<file path="config.mk">
export PLATFORM = sky130hd
export DESIGN_NAME = spi_master_tx
export DESIGN_NICKNAME = d
export VERILOG_FILES = /design/src/rtl/spi_master_tx.sv
export SDC_FILE = /design/constraint.sdc
export NUM_CORES = 1
export LEC_CHECK = 0
export BUFFER_PORTS_ARGS = -buffer_cell sky130_fd_sc_hd__buf_2
export CAP_MARGIN = 10
export CORE_MARGIN = 10
export CORE_UTILIZATION = 30
export CTS_CLUSTER_DIAMETER = 50
export DETAILED_ROUTE_END_ITERATION = 8
export SETUP_SLACK_MARGIN = 0.05
export SYNTH_ARGS = -nofsm -noshare
export SYNTH_HDL_FRONTEND = slang
export SYNTH_SLANG_ARGS = --single-unit
</file>
<file path="constraint.sdc">
create_clock -name clk_100 -period 2.2 [get_ports clk_100]
set_clock_uncertainty 0.05 [all_clocks]
set_input_delay 0.44 -clock clk_100 [delete_from_list [all_inputs] [get_ports clk_100]]
set_output_delay 0.44 -clock clk_100 [all_outputs]
set_load 0.03 [all_outputs]
</file>
<file path="src/rtl/spi_master_tx.sv">
// spi_master_tx: SPI mode-0 master transmitter fed by a valid/ready word stream.
// Ports: clk_100, s_rst_n (sync, active-low), valid/data/ready (input stream),
//        cs_n/sclk/mosi (SPI bus), busy (frame in progress).
// Build option: define SPI_TX_LSB_FIRST_EN to shift bit 0 first (default MSB first).
module spi_master_tx #(
    parameter int P_DATA_WIDTH = 8,
    parameter int P_CLK_DIV    = 4
) (
    input  logic                    clk_100,
    input  logic                    s_rst_n,
    input  logic                    valid,
    input  logic [P_DATA_WIDTH-1:0] data,
    output logic                    ready,
    output logic                    cs_n,
    output logic                    sclk,
    output logic                    mosi,
    output logic                    busy
);

    localparam int DIV_W = $clog2(P_CLK_DIV);
    localparam int BIT_W = $clog2(P_DATA_WIDTH + 1);

    localparam logic [DIV_W-1:0] DIV_LAST = DIV_W'(P_CLK_DIV - 1);
    localparam logic [BIT_W-1:0] BIT_LAST = BIT_W'(P_DATA_WIDTH - 1);
    localparam logic [BIT_W-1:0] BIT_ALL  = BIT_W'(P_DATA_WIDTH);

    typedef enum logic [1:0] {
        IDLE,
        SETUP,
        SHIFT,
        HOLD
    } state_t;

    state_t                  state;
    logic [DIV_W-1:0]        div_cnt;
    logic [BIT_W-1:0]        bit_cnt;
    // Bits still to be sent; the bit on mosi has already left this register.
    logic [P_DATA_WIDTH-2:0] rest;
    logic                    div_end;

    assign div_end = (div_cnt == DIV_LAST);

    always_ff @(posedge clk_100) begin
        if (!s_rst_n) begin
            state   <= IDLE;
            div_cnt <= '0;
            bit_cnt <= '0;
            rest    <= '0;
            ready   <= 1'b0;
            cs_n    <= 1'b1;
            sclk    <= 1'b0;
            mosi    <= 1'b0;
            busy    <= 1'b0;
        end else begin
            unique case (state)
                IDLE: begin
                    if (valid && ready) begin
                        state   <= SETUP;
                        cs_n    <= 1'b0;
                        busy    <= 1'b1;
                        ready   <= 1'b0;
                        div_cnt <= '0;
                        bit_cnt <= '0;
`ifdef SPI_TX_LSB_FIRST_EN
                        mosi    <= data[0];
                        rest    <= data[P_DATA_WIDTH-1:1];
`else
                        mosi    <= data[P_DATA_WIDTH-1];
                        rest    <= data[P_DATA_WIDTH-2:0];
`endif
                    end else begin
                        ready <= 1'b1;
                    end
                end
                SETUP: begin
                    if (div_end) begin
                        div_cnt <= '0;
                        state   <= SHIFT;
                        sclk    <= 1'b1;
                    end else begin
                        div_cnt <= div_cnt + DIV_W'(1);
                    end
                end
                SHIFT: begin
                    if (div_end) begin
                        div_cnt <= '0;
                        if (sclk) begin
                            // Falling edge: advance to the next bit, except
                            // after the last one, which holds through HOLD.
                            sclk    <= 1'b0;
                            bit_cnt <= bit_cnt + BIT_W'(1);
                            if (bit_cnt != BIT_LAST) begin
`ifdef SPI_TX_LSB_FIRST_EN
                                mosi <= rest[0];
                                rest <= rest >> 1;
`else
                                mosi <= rest[P_DATA_WIDTH-2];
                                rest <= rest << 1;
`endif
                            end
                        end else if (bit_cnt == BIT_ALL) begin
                            state <= HOLD;
                        end else begin
                            sclk <= 1'b1;
                        end
                    end else begin
                        div_cnt <= div_cnt + DIV_W'(1);
                    end
                end
                HOLD: begin
                    if (div_end) begin
                        state   <= IDLE;
                        div_cnt <= '0;
                        bit_cnt <= '0;
                        cs_n    <= 1'b1;
                        busy    <= 1'b0;
                        mosi    <= 1'b0;
                        ready   <= 1'b1;
                    end else begin
                        div_cnt <= div_cnt + DIV_W'(1);
                    end
                end
                default: begin
                    state <= IDLE;
                end
            endcase
        end
    end

endmodule

</file>
==> qor.yml <==
cp-end-kind: "flop"
vias: 973
synth_nets: 150
routed_wl_um: 2546
root_buffer: "clkbuf_8"
yosys_warnings: 0
wire_per_inst_um: 13.33
coreArea_um2: 3689
synth-async-reset-ratio: 0
fin_total_pwr_uw: 1775
cts-htree-levels: 1
post_cts_buffers: 0
setup_viol: 0
overflow: 0
clk_pin_slew_worst_paths_ns: 0.08
yosysMostFrequentCell: "dfxtp_1"
final_max_slew_viol_count: 0
ios: 16
crit_path_start_kind: "flop"
drt_iter0_markers: 60
max_slew_margin: 0.6518
grt_pass1_vias: 941
fin_tns_setup_ns: 0
drv_cap: 0
grt_max_degree: 17
syn_avg_cell_area_um2: 8.835
arrival_ns: 2.05
required_ns: 2.31
powerDensity_nw_per_um2: 1354
regArea_um2: 400.4
synth_edf_count: 0
syn-cell-area_um2: 1149
syn_inst: 130
synth_area_leaders: "dfxtp_1, ha_1, mux2i_1, a21oi_1, a311oi_1"
numCtsBuffers: 3
fillers: 390
ys.flop_type: "dfxtp_1"
p_leak_uw: 0.0005131
tightest_slew_ns: 0.5218
stdcell_area_um2: 1311
clock_latency_ns: 0.26
clockBufferDepth: 2
max_freq_mhz: 515.5
finalCritPeriodShare: 0.8818
ys_seq_area_frac: 0.3486
fin_nets: 164
gp_congestion: 0.7884
ir_drop_mv: 0.5380
grt_pass1_wl_um: 4340
layout-drive-gt1-share: 0.1888
cts_resized: 0
first_pass_iters: 4
worst-setup-path-type: "flop to flop"
layout-area-overhead-vs-synth_pct: 14.16
die_h_um: 81.88
yosys.area.top_type_share: 0.3486
drc: 0
cts_tree: "yes"
ys_types: 32
grtUsageTotal: 0.07867
finalHoldViolCount: 0
ys_ff_latch: 20
die-area_um2: 6704
die_w_um: 81.88
crit_fanout: 13
cts_hold_buf: 0
postRouteAntennaNets: 0
diodes: 0
rows: 22
status: "finished, final reports clean"
yosys.area.top_type: "dfxtp_1"
dpl.hpwl_um: 1974
vias_per_cell: 5.094
min_path_type: "input pin to flop"
start_util: 0.3114
multiInputGateArea_um2: 663.1
placed_cell_area_um2: 1237
clock_sinks: 20
grt_antenna_before_repair: 0
synth_common_cells: "dfxtp_1, a21oi_1, nand2_1"
fin_util: 0.3555
fin_crit_ns: 1.940
port_buffers: 15
rsz0062_at_grt: "false"
==> power breakdown <==
group / switching (uW) / total (uW) / internal (uW) / leakage [uW]
combinational: 514 / 872 / 359 / 0.000313
sequential: 74.7 / 534 / 460 / 0.000164
clock: 126 / 369 / 243 / 0.0000357
total: 714 / 1780 / 1060 / 0.000513
==> final timing paths <==
path | start | endpoint | slack [ns] | cells after the start
max | state[0] | rest[4] | 0.26 | 6
min | s_rst_n | cs_n | 0.41 | 2
max reg2reg | state[0] | rest[4] | 0.26 | 6
min reg2reg | rest[0] | rest[0] | 0.43 | 2
==> final cells by class <==
type	instances	share of cell area
repair buffers	16	0.06298
clock inverters	1	0.02290
well taps	48	0.04580
multi-input cells	94	0.5057
inverters	9	0.02576
flip-flops and latches	20	0.3053
clock buffers	3	0.03149
==> state kept, by name (all words and copies together) (netlist names) <==
name	cells
rest	7
bit_cnt	4
div_cnt	2
state	2
busy	1
cs_n	1
mosi	1
ready	1
sclk	1
==> layout by cell type, fill, tap and decap left out, drive strengths merged, types with 2 or more instances in the layout <==
master / synthesis / routed
dfxtp: 20 / 20
a21oi: 16 / 16
buf: 6 / 16
nand2: 14 / 14
inv: 9 / 9
mux2i: 9 / 9
ha: 9 / 9
a311oi: 7 / 7
nor2: 7 / 7
nand3: 6 / 6
o21ai: 6 / 6
clkbuf: 1 / 3
and3b: 2 / 2
a22oi: 2 / 2
and2: 2 / 2
o22ai: 2 / 2
==> critical path: stages (launching register included) <==
cell,delay (ns)
dfxtp_1,0.35
inv_1,0.15
ha_1,0.29
inv_1,0.11
o22ai_2,0.47
a21oi_1,0.14
a311oi_1,0.28
==> per-stage QoR <==
stage	setup WS (ns)	hold slack [ns]	cells
after floorplan	0.5764	0.3877	130
after global placement	0.2881	0.3973	187
after detailed placement	0.2305	0.4199	187
after CTS	0.2097	0.4076	191
after global routing	0.07273	0.4262	191
final	0.2601	0.4073	191
==> cell families (layout without fill, tap and decap cells) <==
group	Yosys count	after routing	synth area share
AO/OA/AOI/OAI	40	40	0.2429
adder cells (fa/ha/maj)	9	9	0.09804
buffers and inverters	16	29	0.07624
flip-flops	20	20	0.3486
multiplexers	9	9	0.07843
AND/OR/NAND/NOR	36	36	0.1558
==> routing by layer <==
layer  up-vias  part of all wire  global-route usage
met4         0            0.0063             0.01871
met5         -                 0                   0
met3         2             0.053             0.02838
met2        15              0.47              0.1285
met1       461              0.47             0.09623
li1        495                 -                   -
No activity file was read; power rests on OpenSTA's default activity.
